$ cat config.mk
export PLATFORM = sky130hd
export DESIGN_NAME = fp_sub_seq_flat
export DESIGN_NICKNAME = d
export VERILOG_FILES = /design/src/rtl/fp_pkg.sv /design/src/rtl/fp_sub_seq_if.sv /design/src/rtl/fp_mag_cmp.sv /design/src/rtl/fp_sub_seq.sv /design/src/flat_wrapper.sv
export SDC_FILE = /design/constraint.sdc
export NUM_CORES = 1
export LEC_CHECK = 0
export ABC_AREA = 0
export BUFFER_PORTS_ARGS = -buffer_cell sky130_fd_sc_hd__buf_4
export CORE_MARGIN = 5
export CORE_UTILIZATION = 61
export CTS_CLUSTER_DIAMETER = 120
export CTS_CLUSTER_SIZE = 40
export DETAILED_ROUTE_END_ITERATION = 16
export PLACE_DENSITY = 0.78
export SYNTH_ARGS = -nofsm -noshare
export SYNTH_HDL_FRONTEND = slang
export SYNTH_HIERARCHICAL = 1
export SYNTH_SLANG_ARGS = --single-unit
$ cat constraint.sdc
create_clock -name clk -period 7.3 [get_ports clk]
set_input_delay 1.095 -clock clk [delete_from_list [all_inputs] [get_ports clk]]
set_output_delay 1.095 -clock clk [all_outputs]
set_load 0.1 [all_outputs]
$ cat src/rtl/fp_pkg.sv
// Shared single-precision constants, field/operand types and FSM states for the FP datapath.
package fp_pkg;

  localparam int unsigned EXP_W     = 8;
  localparam int unsigned MAN_W     = 23;
  localparam int unsigned FP_W      = EXP_W + MAN_W + 1;
  localparam int unsigned SIG_W     = MAN_W + 1;
  localparam int unsigned BIAS      = 127;
  // Beyond this exponent gap every bit of Y would be shifted out anyway
  localparam int unsigned ALIGN_MAX = SIG_W + 2;

  localparam logic [EXP_W-1:0] EXP_MAX_FIN = EXP_W'(2 * BIAS);
  localparam logic [EXP_W-1:0] EXP_INF     = '1;

  typedef struct packed {
    logic             sign;
    logic [EXP_W-1:0] exp;
    logic [MAN_W-1:0] man;
  } fp32_t;

  localparam fp32_t CANON_NAN = '{sign: 1'b0, exp: EXP_INF, man: {1'b1, {(MAN_W-1){1'b0}}}};
  localparam fp32_t POS_INF   = '{sign: 1'b0, exp: EXP_INF, man: '0};

  typedef struct packed {
    logic             sign;
    logic [EXP_W-1:0] exp;
    logic [SIG_W-1:0] sig;
  } op_t;

  typedef enum logic [2:0] {IDLE, UNPACK, ALIGN, ADDSUB, NORM, DONE} state_t;

  // Zero exponent flushes the operand; otherwise restore the hidden bit
  function automatic op_t unpack_op(input fp32_t f, input logic negate);
    op_t o;
    o.sign = f.sign ^ negate;
    o.exp  = f.exp;
    o.sig  = (f.exp == '0) ? '0 : {1'b1, f.man};
    return o;
  endfunction

endpackage

$ cat src/rtl/fp_sub_seq_if.sv
// Request/result bundle of the sequential FP subtractor.
interface fp_sub_seq_if;
  import fp_pkg::*;

  logic             start;
  logic [FP_W-1:0]  A_FP;
  logic [FP_W-1:0]  B_FP;
  logic             busy;
  logic             done;
  logic             sign;
  logic [EXP_W-1:0] exponent;
  logic [MAN_W-1:0] mantissa;

  modport master (output start, A_FP, B_FP,
                  input  busy, done, sign, exponent, mantissa);
  modport slave  (input  start, A_FP, B_FP,
                  output busy, done, sign, exponent, mantissa);
endinterface

$ cat src/rtl/fp_mag_cmp.sv
// Combinational magnitude compare and swap: x_c gets the larger |value| (ties keep a).
module fp_mag_cmp
  import fp_pkg::*;
(
  input  op_t a,
  input  op_t b,
  output op_t x_c,
  output op_t y_c
);
  logic b_gt;

  always_comb begin
    b_gt = {b.exp, b.sig} > {a.exp, a.sig};
    x_c  = b_gt ? b : a;
    y_c  = b_gt ? a : b;
  end
endmodule

$ cat src/rtl/fp_sub_seq.sv
// Iterative single-precision subtractor A_FP - B_FP, one shift per cycle, truncating.
// Define FP_SPECIAL_EN for Inf/NaN handling and Inf on overflow; otherwise overflow saturates.
module fp_sub_seq
  import fp_pkg::*;
(
  input logic         clk,
  input logic         rst_n,
  fp_sub_seq_if.slave bus
);
  localparam int unsigned XE_W  = EXP_W + 1;
  localparam int unsigned ACC_W = SIG_W + 1;

  state_t           state_q, state_d;
  fp32_t            a_q, a_d, b_q, b_d;
  logic             xs_q, xs_d, ys_q, ys_d;
  logic [EXP_W-1:0] xe_q, xe_d, diff_q, diff_d;
  logic [ACC_W-1:0] xm_q, xm_d;
  logic [SIG_W-1:0] ym_q, ym_d;
  logic             busy_q, busy_d, done_q, done_d, sign_q, sign_d;
  logic [EXP_W-1:0] exp_q, exp_d;
  logic [MAN_W-1:0] man_q, man_d;

  op_t              op_a, op_b, x_c, y_c;
  logic [ACC_W-1:0] sum;
  logic [XE_W-1:0]  exp_inc;

  assign op_a = unpack_op(a_q, 1'b0);
  assign op_b = unpack_op(b_q, 1'b1);

  fp_mag_cmp u_cmp (.a(op_a), .b(op_b), .x_c(x_c), .y_c(y_c));

`ifdef FP_SPECIAL_EN
  logic nan_a, nan_b, inf_a, inf_b;
  assign nan_a = (a_q.exp == EXP_INF) && (a_q.man != '0);
  assign nan_b = (b_q.exp == EXP_INF) && (b_q.man != '0);
  assign inf_a = (a_q.exp == EXP_INF) && (a_q.man == '0);
  assign inf_b = (b_q.exp == EXP_INF) && (b_q.man == '0);
`endif

  always_ff @(posedge clk or negedge rst_n) begin
    if (!rst_n) begin
      state_q <= IDLE;
      a_q     <= '0;
      b_q     <= '0;
      xs_q    <= 1'b0;
      ys_q    <= 1'b0;
      xe_q    <= '0;
      diff_q  <= '0;
      xm_q    <= '0;
      ym_q    <= '0;
      busy_q  <= 1'b0;
      done_q  <= 1'b0;
      sign_q  <= 1'b0;
      exp_q   <= '0;
      man_q   <= '0;
    end else begin
      state_q <= state_d;
      a_q     <= a_d;
      b_q     <= b_d;
      xs_q    <= xs_d;
      ys_q    <= ys_d;
      xe_q    <= xe_d;
      diff_q  <= diff_d;
      xm_q    <= xm_d;
      ym_q    <= ym_d;
      busy_q  <= busy_d;
      done_q  <= done_d;
      sign_q  <= sign_d;
      exp_q   <= exp_d;
      man_q   <= man_d;
    end
  end

  always_comb begin
    state_d = state_q;
    a_d     = a_q;
    b_d     = b_q;
    xs_d    = xs_q;
    ys_d    = ys_q;
    xe_d    = xe_q;
    diff_d  = diff_q;
    xm_d    = xm_q;
    ym_d    = ym_q;
    busy_d  = busy_q;
    done_d  = 1'b0;
    sign_d  = sign_q;
    exp_d   = exp_q;
    man_d   = man_q;
    // X is never smaller than Y, so the difference cannot wrap
    sum     = (xs_q == ys_q) ? xm_q + ACC_W'(ym_q) : xm_q - ACC_W'(ym_q);
    exp_inc = XE_W'(xe_q) + XE_W'(1);

    unique case (state_q)
      IDLE: begin
        if (bus.start) begin
          a_d     = fp32_t'(bus.A_FP);
          b_d     = fp32_t'(bus.B_FP);
          busy_d  = 1'b1;
          state_d = UNPACK;
        end
      end
      UNPACK: begin
        xs_d    = x_c.sign;
        xe_d    = x_c.exp;
        xm_d    = ACC_W'(x_c.sig);
        ys_d    = y_c.sign;
        ym_d    = y_c.sig;
        diff_d  = x_c.exp - y_c.exp;
        state_d = (x_c.exp == y_c.exp) ? ADDSUB : ALIGN;
`ifdef FP_SPECIAL_EN
        if (nan_a || nan_b || (inf_a && inf_b && (a_q.sign == b_q.sign))) begin
          xs_d    = CANON_NAN.sign;
          xe_d    = CANON_NAN.exp;
          xm_d    = ACC_W'(CANON_NAN.man);
          state_d = DONE;
        end else if (inf_a || inf_b) begin
          xs_d    = inf_a ? a_q.sign : ~b_q.sign;
          xe_d    = POS_INF.exp;
          xm_d    = ACC_W'(POS_INF.man);
          state_d = DONE;
        end
`endif
      end
      ALIGN: begin
        if (diff_q >= EXP_W'(ALIGN_MAX)) begin
          ym_d    = '0;
          diff_d  = '0;
          state_d = ADDSUB;
        end else begin
          ym_d   = ym_q >> 1;
          diff_d = diff_q - EXP_W'(1);
          if (diff_q == EXP_W'(1)) state_d = ADDSUB;
        end
      end
      ADDSUB: begin
        xm_d = sum;
        if (sum == '0) begin
          xs_d    = 1'b0;
          xe_d    = '0;
          state_d = DONE;
        end else if (sum[SIG_W] || !sum[MAN_W]) begin
          state_d = NORM;
        end else begin
          state_d = DONE;
        end
      end
      NORM: begin
        if (xm_q[SIG_W]) begin
          state_d = DONE;
          if (exp_inc >= XE_W'(EXP_INF)) begin
`ifdef FP_SPECIAL_EN
            xe_d = POS_INF.exp;
            xm_d = ACC_W'(POS_INF.man);
`else
            xe_d = EXP_MAX_FIN;
            xm_d = ACC_W'({MAN_W{1'b1}});
`endif
          end else begin
            xe_d = exp_inc[EXP_W-1:0];
            xm_d = xm_q >> 1;
          end
        end else if (xe_q == EXP_W'(1)) begin
          // Next left shift would leave the normal range: flush to +0
          xs_d    = 1'b0;
          xe_d    = '0;
          xm_d    = '0;
          state_d = DONE;
        end else begin
          xe_d = xe_q - EXP_W'(1);
          xm_d = xm_q << 1;
          if (xm_q[MAN_W-1]) state_d = DONE;
        end
      end
      DONE: begin
        sign_d  = xs_q;
        exp_d   = xe_q;
        man_d   = xm_q[MAN_W-1:0];
        done_d  = 1'b1;
        busy_d  = 1'b0;
        state_d = IDLE;
      end
      default: state_d = IDLE;
    endcase
  end

  assign bus.busy     = busy_q;
  assign bus.done     = done_q;
  assign bus.sign     = sign_q;
  assign bus.exponent = exp_q;
  assign bus.mantissa = man_q;

endmodule

$ cat src/flat_wrapper.sv
// flat-port wrapper written by rule: the top's interface ports become plain ports
module fp_sub_seq_flat import fp_pkg::*;
  (clk, rst_n, bus_start, bus_A_FP, bus_B_FP, bus_busy, bus_done, bus_sign, bus_exponent, bus_mantissa);
  fp_sub_seq_if bus_i ();
  input logic clk;
  input logic rst_n;
  input wire logic [$bits(bus_i.start)-1:0] bus_start;
  input wire logic [$bits(bus_i.A_FP)-1:0] bus_A_FP;
  input wire logic [$bits(bus_i.B_FP)-1:0] bus_B_FP;
  output wire logic [$bits(bus_i.busy)-1:0] bus_busy;
  output wire logic [$bits(bus_i.done)-1:0] bus_done;
  output wire logic [$bits(bus_i.sign)-1:0] bus_sign;
  output wire logic [$bits(bus_i.exponent)-1:0] bus_exponent;
  output wire logic [$bits(bus_i.mantissa)-1:0] bus_mantissa;
  assign bus_i.start = bus_start;
  assign bus_i.A_FP = bus_A_FP;
  assign bus_i.B_FP = bus_B_FP;
  assign bus_busy = bus_i.busy;
  assign bus_done = bus_i.done;
  assign bus_sign = bus_i.sign;
  assign bus_exponent = bus_i.exponent;
  assign bus_mantissa = bus_i.mantissa;
  fp_sub_seq u_core (.clk(clk), .rst_n(rst_n), .bus(bus_i));
endmodule
==> impl_metrics.env <==
export IMPL_yosysWarnings=6
export IMPL_drt_iter0_drc=928
export IMPL_fin_crit_sh=0.799
export IMPL_cts_tree="built"
export IMPL_rsz0062_at_grt="no"
export IMPL_clockBufferDepth=2
export IMPL_critPathKind="register to register"
export IMPL_cp_required_ns=7.59
export IMPL_start_util=0.619
export IMPL_synth_nets=1496
export IMPL_netlist_instances=1354
export IMPL_fmax_ghz=0.171
export IMPL_die_width_um=150
export IMPL_skew_ns=0.00958
export IMPL_grt_pass1_vias=9844
export IMPL_synth_edf_count=0
export IMPL_hold_buffers=0
export IMPL_drv_slew=0
export IMPL_diodes=0
export IMPL_ys_flop_type="dfrtp_1"
export IMPL_fill_cells=1593
export IMPL_drt_total_wl_um=31500
export IMPL_synth_top_area_cell="dfrtp_1"
export IMPL_setup_ws_ns=1.47
export IMPL_post_cts_buffers=0
export IMPL_hold_violations=0
export IMPL_cts_root_buf="clkbuf_16"
export IMPL_grt_pass1_wl_um=51600
export IMPL_cp_start_kind="register"
export IMPL_clk_pin_slew_worst_paths_ns=0.07
export IMPL_worstMarginPinSlew_ns=1.09
export IMPL_postRouteAntennaNets=0
export IMPL_grt_max_degree=106
export IMPL_dp_worst_setup_slack_ns=1.51
export IMPL_grt_overflow_total=0
export IMPL_area_growth_pct=12.0
export IMPL_final_cells=1685
export IMPL_synth_area_leaders="dfrtp_1 35%, ha_1 7.6%, mux2_1 6.8%"
export IMPL_remaining_drc_errors=0
export IMPL_h_tree_depth=4
export IMPL_finalNetCount=1549
export IMPL_globalplace_congestion=0.967
export IMPL_drive_gt1_frac=0.156
export IMPL_numCtsBuffers=17
export IMPL_numPortBuffers=100
export IMPL_fp_dieH_um=150
export IMPL_synth_top_area_frac=0.350
export IMPL_core_um2=19400
export IMPL_synth_compound_area_frac=0.173
export IMPL_min_period_ns=5.83
export IMPL_num_vias=10328
export IMPL_muxShareOfSynthArea=0.134
export IMPL_first_pass_iters=5
export IMPL_setup_viol=0
export IMPL_fp_row_count=51
export IMPL_mostFrequentLayoutCell="dfrtp_1"
export IMPL_synth_xor_area_frac=0.0401
export IMPL_io_pins=101
export IMPL_ys_types=76
export IMPL_post_drt_via_cell_ratio=6.13
export IMPL_synthSimpleGateAreaFrac=0.175
export IMPL_cp_data_arrival_time_ns=6.13
export IMPL_worstHoldPathType="register to register"
export IMPL_die_area_um2=22600
export IMPL_synth_fa_ha_area_frac=0.0794
export IMPL_antenna_found_initial=0
export IMPL_cts_sinks=168
export IMPL_multi_input_area_um2=7240
export IMPL_critPathCaptureType="register"
export IMPL_synth_seq_area_share=0.350
export IMPL_place_inst=1653
export IMPL_max_slew_margin=0.272
export IMPL_cts_resized=0
export IMPL_final_cell_mix="168 x dfrtp_1, 165 x nand2_1, 126 x nor2_1, 106 x buf_4, 101 x a21oi_1"
export IMPL_cap_violations=0
export IMPL_track_usage=0.288
export IMPL_ys_ff_latch=168
export IMPL_regArea_um2=4200
export IMPL_synth_async_reset_ratio=1.00
export IMPL_syn_area_per_cell_um2=8.87
export IMPL_synth_top_family_by_area="simple AND/OR/NAND/NOR gates"
export IMPL_status="complete, no violations"
export IMPL_hpwl_um=23100
export IMPL_clkLatencyLatePin_ns=0.44
export IMPL_synth_area_um2=12000
export IMPL_wire_per_inst_um=18.7
export IMPL_crit_path_max_fanout=26
export IMPL_fin_tns_setup_ns=0
-- path summary, 6_finish.rpt --
kind | start | endpoint | slack, ns | cells past startpoint
max | u_core/a_q[23] | u_core/diff_q[7] | 1.47 | 22
min | u_core/bus.mantissa[11] | u_core/bus.mantissa[11] | 0.48 | 2
max reg2reg | u_core/a_q[23] | u_core/diff_q[7] | 1.47 | 22
min reg2reg | u_core/bus.mantissa[11] | u_core/bus.mantissa[11] | 0.48 | 2
max in group asynchronous | rst_n | u_core/b_q[15] | 5.10 | 2
min in group asynchronous | rst_n | u_core/bus.exponent[3] | 0.76 | 1
-- state kept, by name, indices dropped and copies added, names as in the netlist --
name	cells
u_core/a_q	32
u_core/diff_q	8
u_core/xe_q	8
u_core/state_q	3
u_core/bus.mantissa	23
u_core/ym_q	24
u_core/b_q	32
u_core/bus.done	1
u_core/ys_q	1
u_core/xm_q	25
u_core/bus.sign	1
u_core/xs_q	1
u_core/bus.busy	1
u_core/bus.exponent	8
-- metal layers --
metal,part of all wire,wire length [um],global-route usage
met1,0.45,14300,0.423
met2,0.44,13900,0.436
met3,0.086,2720,0.0569
met4,0.019,604,0.0764
met5,0,0,0
-- worst max-delay path, stage by stage, from the launching register on --
cell      delay, ns
dfrtp_1        0.42
nor4_1         0.35
nand2_1        0.49
and2_1         0.37
inv_1          0.07
ha_1           0.25
a21o_1         0.16
nand3_1        0.08
a211oi_1       0.09
or4_1          0.52
a22oi_2        0.70
mux2_1         0.43
ha_1           0.32
nor2b_1        0.13
o21ai_0        0.22
a21oi_1        0.13
o21a_1         0.17
nor2_1         0.16
o21bai_1       0.08
a21oi_1        0.17
xnor2_1        0.13
o22a_1         0.15
o21ai_0        0.06
-- cell type report --
class                      instances  share of cell area
clock buffer                      20              0.0332
timing repair buffer             107              0.0600
tap                              265              0.0246
inverter                          70              0.0195
sequential                       168               0.312
multi-input combinational       1043               0.538
clock inverter                    12              0.0122
-- synthesized netlist by cell type, drive strengths merged, types with 5 or more instances --
master	number
dfrtp	168
o21a	10
a211oi	6
o22ai	11
nor4	11
and2	52
nor2b	8
and3	5
a21oi	104
nor3	18
a21o	17
mux2	138
nand3	14
a21boi	5
mux2i	5
clkbuf	61
nand2	166
buf	12
inv	70
nand4	16
o21ai	66
xor2	20
a31oi	18
a221oi	32
or4	5
ha	73
nor2	126
xnor2	35
nand2b	5
or3	8
-- through the flow --
step	hold slack, ns	cell area [um2]	util
2_1_floorplan	0.466	12000	-
3_3_place_gp	0.460	12800	0.662
3_5_place_dp	0.465	12800	0.662
4_1_cts	0.481	13500	0.693
5_1_grt	0.497	13500	0.693
6_report	0.475	13500	0.693
-- cells by family after synthesis --
logic type | Yosys count
flops | 168
xor+xnor | 55
compound gates | 320
mux | 143
fa+ha+maj | 75
simple gates | 450
buf+inv | 143
Power is left out: the tool's default activity adds up to more than one toggle a clock period on the data nets, which glitch-free logic cannot reach.
